==> config.mk <==
export PLATFORM = sky130hd
export DESIGN_NAME = fft_unload_flat
export DESIGN_NICKNAME = d
export VERILOG_FILES = /design/src/rtl/fft_unload_if.sv /design/src/rtl/fft_unload.sv /design/src/flat_wrapper.sv
export SDC_FILE = /design/constraint.sdc
export NUM_CORES = 1
export LEC_CHECK = 0
export ABC_AREA = 1
export CORE_MARGIN = 8
export CORE_UTILIZATION = 44
export CTS_CLUSTER_DIAMETER = 40
export CTS_CLUSTER_SIZE = 40
export DETAILED_ROUTE_END_ITERATION = 6
export PLACE_DENSITY = 0.69
export SLEW_MARGIN = 15
export SYNTH_ARGS = -nofsm -noshare
export SYNTH_HDL_FRONTEND = slang
export SYNTH_SLANG_ARGS = --single-unit
==> constraint.sdc <==
create_clock -name iCLK -period 6.03 [get_ports iCLK]
set_input_delay 1.5075 -clock iCLK [delete_from_list [all_inputs] [get_ports iCLK]]
set_output_delay 1.5075 -clock iCLK [all_outputs]
set_load 0.02 [all_outputs]
==> src/rtl/fft_unload_if.sv <==
// Output stream interface of the FFT result reader.
// One complex bin per transfer; a word moves when oVALID & iREADY.
//   oDATA_RE / oDATA_IM : bin value (DATA_W each)
//   oINDEX              : bin number of the word on the bus
//   oLAST               : high with bin 2047
//   oVALID / iREADY     : handshake
// master = fft_unload, slave = host / DMA side.
interface fft_unload_if #(
  parameter int unsigned DATA_W = 16
);
  logic [DATA_W-1:0] oDATA_RE;
  logic [DATA_W-1:0] oDATA_IM;
  logic [10:0]       oINDEX;
  logic              oVALID;
  logic              oLAST;
  logic              iREADY;

  modport master (
    output oDATA_RE, oDATA_IM, oINDEX, oVALID, oLAST,
    input  iREADY
  );

  modport slave (
    input  oDATA_RE, oDATA_IM, oINDEX, oVALID, oLAST,
    output iREADY
  );
endinterface

==> src/rtl/fft_unload.sv <==
// fft_unload: result reader for the 2048-point FFT core.
// On iSTART it reads all 2048 bins out of the 4 bank RAMs (A/B set chosen by
// iSOURCE_DATA) and streams them through a small FIFO to the output interface.
// Ports:
//   iCLK, iRESET (async, active low)
//   iSTART, iSOURCE_DATA         : begin unload / result RAM set
//   oRAM_SEL, oBANK_SEL,
//   oADDR_RD, oRD_EN             : bank RAM read port (data valid 1 cycle later)
//   iRD_RE_0..3, iRD_IM_0..3     : bank read data
//   out_if (fft_unload_if.master): oDATA_RE/IM, oINDEX, oVALID, oLAST, iREADY
//   oBUSY                        : unload in progress
// Build option: define UNLOAD_DIGIT_REV_EN to emit bins in natural order
// (mixed radix-4^5 x 2 digit reversal of the read address); otherwise bins
// come out in storage order.
module fft_unload #(
  parameter int unsigned DATA_W = 16,
  parameter int unsigned FIFO_D = 4
) (
  input  logic              iCLK,
  input  logic              iRESET,
  input  logic              iSTART,
  input  logic              iSOURCE_DATA,
  output logic              oRAM_SEL,
  output logic [1:0]        oBANK_SEL,
  output logic [8:0]        oADDR_RD,
  output logic              oRD_EN,
  input  logic [DATA_W-1:0] iRD_RE_0,
  input  logic [DATA_W-1:0] iRD_RE_1,
  input  logic [DATA_W-1:0] iRD_RE_2,
  input  logic [DATA_W-1:0] iRD_RE_3,
  input  logic [DATA_W-1:0] iRD_IM_0,
  input  logic [DATA_W-1:0] iRD_IM_1,
  input  logic [DATA_W-1:0] iRD_IM_2,
  input  logic [DATA_W-1:0] iRD_IM_3,
  fft_unload_if.master      out_if,
  output logic              oBUSY
);

  localparam int unsigned PW = $clog2(FIFO_D);
  localparam int unsigned CW = PW + 1;
  localparam logic [CW:0] DEPTH = (CW + 1)'(FIFO_D);

  typedef enum logic [1:0] {ST_IDLE, ST_RUN, ST_DRAIN} state_t;

  function automatic logic [10:0] storage_idx(input logic [10:0] n);
`ifdef UNLOAD_DIGIT_REV_EN
    return {n[1:0], n[3:2], n[5:4], n[7:6], n[9:8], n[10]};
`else
    return n;
`endif
  endfunction

  state_t            state_q, state_d;
  logic              ram_sel_q, ram_sel_d;
  logic [1:0]        bank_q, bank_d;
  logic [8:0]        addr_q, addr_d;
  logic              rd_en_q, rd_en_d;
  logic [10:0]       rd_idx_q, rd_idx_d;
  logic [10:0]       rd_cnt_q, rd_cnt_d;
  logic              busy_q, busy_d;
  logic              wr_v_q, wr_v_d;
  logic [1:0]        wr_lane_q, wr_lane_d;
  logic [10:0]       wr_idx_q, wr_idx_d;
  logic [DATA_W-1:0] fifo_re_q [FIFO_D];
  logic [DATA_W-1:0] fifo_re_d [FIFO_D];
  logic [DATA_W-1:0] fifo_im_q [FIFO_D];
  logic [DATA_W-1:0] fifo_im_d [FIFO_D];
  logic [10:0]       fifo_idx_q [FIFO_D];
  logic [10:0]       fifo_idx_d [FIFO_D];
  logic [PW-1:0]     wr_ptr_q, wr_ptr_d;
  logic [PW-1:0]     rd_ptr_q, rd_ptr_d;
  logic [CW-1:0]     fifo_cnt_q, fifo_cnt_d;

  logic              issue, push, pop;
  logic [10:0]       n_sel, s_idx;
  logic [CW:0]       outstanding;
  logic [DATA_W-1:0] lane_re, lane_im;

  always_comb begin
    state_d    = state_q;
    ram_sel_d  = ram_sel_q;
    bank_d     = bank_q;
    addr_d     = addr_q;
    rd_en_d    = 1'b0;
    rd_idx_d   = rd_idx_q;
    rd_cnt_d   = rd_cnt_q;
    busy_d     = busy_q;
    fifo_re_d  = fifo_re_q;
    fifo_im_d  = fifo_im_q;
    fifo_idx_d = fifo_idx_q;
    wr_ptr_d   = wr_ptr_q;
    rd_ptr_d   = rd_ptr_q;
    issue      = 1'b0;
    n_sel      = rd_cnt_q;
    s_idx      = '0;

    // Data from the read strobed last cycle is on the bank bus now.
    wr_v_d    = rd_en_q;
    wr_lane_d = bank_q;
    wr_idx_d  = rd_idx_q;
    push      = wr_v_q;
    pop       = (fifo_cnt_q != '0) && out_if.iREADY;

    unique case (wr_lane_q)
      2'd0:    begin lane_re = iRD_RE_0; lane_im = iRD_IM_0; end
      2'd1:    begin lane_re = iRD_RE_1; lane_im = iRD_IM_1; end
      2'd2:    begin lane_re = iRD_RE_2; lane_im = iRD_IM_2; end
      default: begin lane_re = iRD_RE_3; lane_im = iRD_IM_3; end
    endcase

    if (push) begin
      fifo_re_d[wr_ptr_q]  = lane_re;
      fifo_im_d[wr_ptr_q]  = lane_im;
      fifo_idx_d[wr_ptr_q] = wr_idx_q;
      wr_ptr_d             = wr_ptr_q + PW'(1);
    end
    if (pop) begin
      rd_ptr_d = rd_ptr_q + PW'(1);
    end
    unique case ({push, pop})
      2'b10:   fifo_cnt_d = fifo_cnt_q + CW'(1);
      2'b01:   fifo_cnt_d = fifo_cnt_q - CW'(1);
      default: fifo_cnt_d = fifo_cnt_q;
    endcase

    // The read decision is made one cycle ahead of the registered strobe, so
    // both the strobed read and the one being captured still owe a FIFO slot.
    outstanding = {1'b0, fifo_cnt_q} + {{CW{1'b0}}, rd_en_q} + {{CW{1'b0}}, wr_v_q};

    unique case (state_q)
      ST_IDLE: begin
        if (iSTART) begin
          // First read (index 0) is issued straight from IDLE so that the
          // strobe appears in the cycle right after iSTART.
          issue     = 1'b1;
          n_sel     = '0;
          ram_sel_d = iSOURCE_DATA;
          busy_d    = 1'b1;
          state_d   = ST_RUN;
        end
      end
      ST_RUN: begin
        if (outstanding < DEPTH) begin
          issue = 1'b1;
          if (rd_cnt_q == 11'h7FF) begin
            state_d = ST_DRAIN;
          end
        end
      end
      ST_DRAIN: begin
        if (!rd_en_q && !wr_v_q && (fifo_cnt_d == '0)) begin
          busy_d  = 1'b0;
          state_d = ST_IDLE;
        end
      end
      default: state_d = ST_IDLE;
    endcase

    if (issue) begin
      s_idx    = storage_idx(n_sel);
      bank_d   = s_idx[10:9];
      addr_d   = s_idx[8:0];
      rd_en_d  = 1'b1;
      rd_idx_d = n_sel;
      rd_cnt_d = n_sel + 11'd1;
    end
  end

  always_ff @(posedge iCLK or negedge iRESET) begin
    if (!iRESET) begin
      state_q    <= ST_IDLE;
      ram_sel_q  <= 1'b0;
      bank_q     <= '0;
      addr_q     <= '0;
      rd_en_q    <= 1'b0;
      rd_idx_q   <= '0;
      rd_cnt_q   <= '0;
      busy_q     <= 1'b0;
      wr_v_q     <= 1'b0;
      wr_lane_q  <= '0;
      wr_idx_q   <= '0;
      fifo_re_q  <= '{default: '0};
      fifo_im_q  <= '{default: '0};
      fifo_idx_q <= '{default: '0};
      wr_ptr_q   <= '0;
      rd_ptr_q   <= '0;
      fifo_cnt_q <= '0;
    end else begin
      state_q    <= state_d;
      ram_sel_q  <= ram_sel_d;
      bank_q     <= bank_d;
      addr_q     <= addr_d;
      rd_en_q    <= rd_en_d;
      rd_idx_q   <= rd_idx_d;
      rd_cnt_q   <= rd_cnt_d;
      busy_q     <= busy_d;
      wr_v_q     <= wr_v_d;
      wr_lane_q  <= wr_lane_d;
      wr_idx_q   <= wr_idx_d;
      fifo_re_q  <= fifo_re_d;
      fifo_im_q  <= fifo_im_d;
      fifo_idx_q <= fifo_idx_d;
      wr_ptr_q   <= wr_ptr_d;
      rd_ptr_q   <= rd_ptr_d;
      fifo_cnt_q <= fifo_cnt_d;
    end
  end

  assign oRAM_SEL        = ram_sel_q;
  assign oBANK_SEL       = bank_q;
  assign oADDR_RD        = addr_q;
  assign oRD_EN          = rd_en_q;
  assign oBUSY           = busy_q;
  assign out_if.oVALID   = (fifo_cnt_q != '0);
  assign out_if.oDATA_RE = fifo_re_q[rd_ptr_q];
  assign out_if.oDATA_IM = fifo_im_q[rd_ptr_q];
  assign out_if.oINDEX   = fifo_idx_q[rd_ptr_q];
  assign out_if.oLAST    = out_if.oVALID && (fifo_idx_q[rd_ptr_q] == 11'h7FF);

endmodule

==> src/flat_wrapper.sv <==
// flat-port wrapper written by rule: the top's interface ports become plain ports
module fft_unload_flat 
#(
  parameter int unsigned DATA_W = 16,
  parameter int unsigned FIFO_D = 4
)
  (iCLK, iRESET, iSTART, iSOURCE_DATA, oRAM_SEL, oBANK_SEL, oADDR_RD, oRD_EN, iRD_RE_0, iRD_RE_1, iRD_RE_2, iRD_RE_3, iRD_IM_0, iRD_IM_1, iRD_IM_2, iRD_IM_3, oBUSY, out_if_oDATA_RE, out_if_oDATA_IM, out_if_oINDEX, out_if_oVALID, out_if_oLAST, out_if_iREADY);
  fft_unload_if #(.DATA_W(DATA_W)) out_if_i ();
  input  logic iCLK;
  input  logic iRESET;
  input  logic iSTART;
  input  logic iSOURCE_DATA;
  output logic oRAM_SEL;
  output logic [1:0] oBANK_SEL;
  output logic [8:0] oADDR_RD;
  output logic oRD_EN;
  input  logic [DATA_W-1:0] iRD_RE_0;
  input  logic [DATA_W-1:0] iRD_RE_1;
  input  logic [DATA_W-1:0] iRD_RE_2;
  input  logic [DATA_W-1:0] iRD_RE_3;
  input  logic [DATA_W-1:0] iRD_IM_0;
  input  logic [DATA_W-1:0] iRD_IM_1;
  input  logic [DATA_W-1:0] iRD_IM_2;
  input  logic [DATA_W-1:0] iRD_IM_3;
  output logic oBUSY;
  output wire logic [$bits(out_if_i.oDATA_RE)-1:0] out_if_oDATA_RE;
  output wire logic [$bits(out_if_i.oDATA_IM)-1:0] out_if_oDATA_IM;
  output wire logic [$bits(out_if_i.oINDEX)-1:0] out_if_oINDEX;
  output wire logic [$bits(out_if_i.oVALID)-1:0] out_if_oVALID;
  output wire logic [$bits(out_if_i.oLAST)-1:0] out_if_oLAST;
  input wire logic [$bits(out_if_i.iREADY)-1:0] out_if_iREADY;
  assign out_if_oDATA_RE = out_if_i.oDATA_RE;
  assign out_if_oDATA_IM = out_if_i.oDATA_IM;
  assign out_if_oINDEX = out_if_i.oINDEX;
  assign out_if_oVALID = out_if_i.oVALID;
  assign out_if_oLAST = out_if_i.oLAST;
  assign out_if_i.iREADY = out_if_iREADY;
  fft_unload #(.DATA_W(DATA_W), .FIFO_D(FIFO_D)) u_core (.iCLK(iCLK), .iRESET(iRESET), .iSTART(iSTART), .iSOURCE_DATA(iSOURCE_DATA), .oRAM_SEL(oRAM_SEL), .oBANK_SEL(oBANK_SEL), .oADDR_RD(oADDR_RD), .oRD_EN(oRD_EN), .iRD_RE_0(iRD_RE_0), .iRD_RE_1(iRD_RE_1), .iRD_RE_2(iRD_RE_2), .iRD_RE_3(iRD_RE_3), .iRD_IM_0(iRD_IM_0), .iRD_IM_1(iRD_IM_1), .iRD_IM_2(iRD_IM_2), .iRD_IM_3(iRD_IM_3), .out_if(out_if_i), .oBUSY(oBUSY));
endmodule
==> qor_table.md <==
| Parameter | Value |
|:---|:---|
| Status | finished, final reports clean |
| Maximum capacitance violations | 0 |
| Destination of the worst register-to-register timing path | u_core.oBUSY |
| HPWL after detailed placement | 20.1 mm |
| CP delay by family, top | buffers and inverters |
| Post-synth top area share | 51.2% |
| # setup viols final | 0 |
| IO Port Bufs | 191 |
| Vias per Instance | 5.30 |
| H-tree depth reported by CTS | 2 |
| Number of sinks on the clock net | 218 |
| Die height | 172 um |
| CTS-repair resized insts | 0 |
| Worst R2R Setup Slack | 3.65 ns |
| CTS tree | built |
| Tot GR Track Use | 21.9% |
| FILL cells | 2201 |
| Cell types with the largest area share after synthesis | dfrtp_1, nand2_1, o21ai_0 |
| Post-synth design cell area | 10700 um2 |
| Routability congestion estimate | 0.810 |
| Crit path time final | 4.50 ns |
| Final TNS setup | 0 ns |
| Most Crowded Layer GR | met2 |
| Clock insertion delay at the later pin of the skew report | 0.52 ns |
| Post-synthesis cell count | 1331 |
| Max FO, Critical Path | 81 |
| Worst min-delay path endpoint | u_core.wr_idx_q[3] |
| Clock slew at reported path FFs | 0.06 ns |
| Startpoint of the worst hold path | u_core.rd_idx_q[3] |
| Net count after synthesis | 1472 |
| Number of design-rule violations left by the first detailed-router iteration | 813 |
| Area growth, synth to finish | 30.4% |
| Crit path DAT | 2.99 ns |
| I/O pin count | 192 |
| CTS root buffer | clkbuf_16 |
| Primary FF master, synth | dfrtp_1 |
| Number of buffers and inverters on the critical path | 2 |
| Antenna Cells | 0 |
| Mapped Avg Cell Area | 8.01 um2 |
| Data required time of the critical path | 4.52 ns |
| Crit share post-route | 74.6% |
| Most frequent cells in the layout | nand2_1, dfrtp_1, clkdlybuf4s50_1, o21ai_0, nand3_1 |
| Hold-fix buffer count after cts | 0 |
| Wire length of the first global-routing pass | 51.2 mm |
| Setup repair after global routing missed its margin | false |
| Via count | 9785 |
| Number of global-route vias before repair | 9617 |
| Number of rows in the core area | 57 |
| Kind of end point of the critical path | output pin |
| Number of nets in the final layout | 1634 |
| TritonCTS buffer count | 37 |
| Max-slew violation count | 0 |
| Warnings from Yosys | 0 |
| Sequential-to-total area share from yosys stat | 51.2% |
| Hold Path Depth | 0 |
| Post-Layout Inst Area | 13900 um2 |
| Slowest cell on crit path | buf_4 |
| Bufs on Longest Clock Path | 3 |
| Relative slew slack | 23.7% |
| Delay contributed by the slowest stage of the critical path | 0.68 ns |
| Antenna Nets Post-Route | 0 |
| Pin slew with the least headroom to its limit | 1.14 ns |
| Critical Path Source Type | register |
| Fraction of final layout cells with drive strength greater than 1 | 8.02% |
| Area after detailed placement | 12600 um2 |
| Number of register bits inferred by synthesis | 218 |
| Total Die Area | 29500 um2 |
| Number of antenna violations at the first check in global routing | 1 |
| Number of distinct library cell variants in the gate-level netlist after synthesis | 38 |
| Met1 demand-to-capacity share in global routing | 28.3% |
| Pin count of the biggest net entering global routing | 122 |
| Die X-Extent | 172 um |
| Core ar. | 24000 um2 |
| Largest area contributor in the netlist | dfrtp_1 |
| Total global routing overflow | 0 |
| Max Clk Rate | 222 MHz |
| GR Layer Usage met3 | 4.25% |
| Total wire length | 32.2 mm |
| Number of remaining DRC errors | 0 |
| Pre-Repair DR Iteration Count | 7 |
| Most common cell after layout, fill and taps aside | nand2_1 |
| Sequence of cells on the critical path | buf_4 -> nor2_1 -> nor2_1 -> o21ai_0 -> o21ai_1 -> nand2_1 -> nor2_1 -> nand2_1 -> nor2_2 -> clkdlybuf4s50_1 |
| Origin of the critical flop-to-flop path | u_core.fifo_cnt_q[0] |
| Pwr dens | 588 nW/um2 |
| Leakage power total | 6.50 nW |
| Critical path class | reg -> out |
| Worst IR drop on VDD | 0.366 mV |
| Setup Skew | 0.0235 ns |
| Setup bufs post-CTS | 0 |
| Worst Hold Class | reg -> reg |
| Post-DR wirelength/cell | 17.4 um |
| Number of flops mapped to enable cells by yosys | 0 |
| Number of cell instances on the worst register-to-register path | 12 |
| Initial core utilization | 44.4% |
| Post-synthesis async set-or-reset flop share | 100% |
| GR Util met2 | 36.5% |
| Final Hold Vio Count | 0 |
| Crit-path most repeated cell | nor2_1 |
## cell usage after synthesis, types with 2 or more instances
master,instances
a21oi_2,6
nand3_1,140
o21ai_1,30
o211ai_1,6
nor2_2,4
nand4_1,6
nand2_1,435
nand3_2,11
a21oi_1,3
nand2_2,9
or2_2,5
dfrtp_1,218
buf_1,3
buf_6,6
inv_1,51
buf_4,9
o22ai_1,33
or2_1,20
o21ai_0,158
ha_1,7
xnor2_1,2
buf_2,21
xor2_1,5
nor2_1,90
nor2_4,3
clkbuf_1,38
## kinds of logic after synthesis
family / Yosys count / synth area share, %
simple gates: 727 / 29.3
compound gates: 238 / 12.0
flops: 218 / 51.2
buf+inv: 133 / 6.00
fa+ha+maj: 8 / 1.01
xor+xnor: 7 / 0.575
## worst max-delay path by stage
stage,from,endpoint,slack [ns],depth (start not counted)
2_1_floorplan,u_core.rd_ptr_q[0],out_if_oLAST,3.03,9
5_1_grt,u_core.rd_ptr_q[0],out_if_oLAST,1.28,8
3_5_place_dp,u_core.rd_ptr_q[0],out_if_oLAST,2.04,8
6_report,u_core.rd_ptr_q[0],out_if_oLAST,1.53,10
4_1_cts,u_core.rd_ptr_q[0],out_if_oLAST,1.49,8
3_3_place_gp,u_core.rd_ptr_q[0],out_if_oLAST,2.06,8
## routing by layer
| metal | vias to the layer above | wire length (um) |
|---|---|---|
| li1 | 4703 | - |
| met2 | 341 | 15800 |
| met3 | 54 | 2150 |
| met1 | 4685 | 13500 |
| met4 | 2 | 677 |
| met5 | - | 13 |
## power by group
part           total [mW]  leakage (nW)  switching, mW  internal [mW]
clock                2.10         0.614          0.780           1.32
sequential           2.42          2.76          0.347           2.08
combinational        3.66          3.12           2.32           1.33
total                8.18          6.50           3.45           4.73
## flip-flops by register name (all words and copies together), names as in the netlist
| register | cells |
|---|---|
| u_core.push | 1 |
| u_core.rd_ptr_q | 2 |
| u_core.oRD_EN | 1 |
| u_core.wr_idx_q | 10 |
| u_core.fifo_im_q | 64 |
| u_core.fifo_cnt_q | 3 |
| u_core.wr_ptr_q | 2 |
| u_core.fifo_re_q | 64 |
| u_core.rd_cnt_q | 11 |
| u_core.rd_idx_q | 10 |
| u_core.oRAM_SEL | 1 |
| u_core.fifo_idx_q | 44 |
| u_core.state_q | 2 |
| u_core.oBANK_SEL | 1 |
| u_core.oBUSY | 1 |
| u_core.wr_lane_q | 1 |
## worst reg2reg max path, stage by stage (launching register included)
cell and delay (ns):
dfrtp_1 0.38, inv_1 0.09, nand3_1 0.21, nand2_1 0.14, inv_1 0.10, ha_1 0.14, inv_1 0.06, fa_1 0.48
o21ai_0 0.14, nor3_1 0.25, nand4_1 0.14, nand2_1 0.08, nand2_1 0.04
## metrics by stage
stage	setup slack, ns	std cells	total power [mW]	util (%)	hold slack (ns)
6_report	1.53	1846	8.18	57.8	0.416
5_1_grt	1.28	1846	8.73	57.8	0.424
2_1_floorplan	3.03	1331	4.75	-	0.444
3_5_place_dp	2.04	1778	6.08	52.6	0.404
4_1_cts	1.49	1846	8.23	57.8	0.418
3_3_place_gp	2.06	1778	6.01	52.6	0.394
## cell type report
| class | count | area (um2) | share of cell area [%] |
|---|---|---|---|
| Sequential cell | 218 | 5460 | 39.3 |
| Multi-Input combinational cell | 980 | 4570 | 32.8 |
| Timing Repair Buffer | 202 | 2000 | 14.4 |
| Clock buffer | 43 | 978 | 7.04 |
| Tap cell | 324 | 405 | 2.92 |
| Clock inverter | 25 | 285 | 2.05 |
| Inverter | 54 | 210 | 1.51 |
No activity file was read; power rests on OpenSTA's default activity.
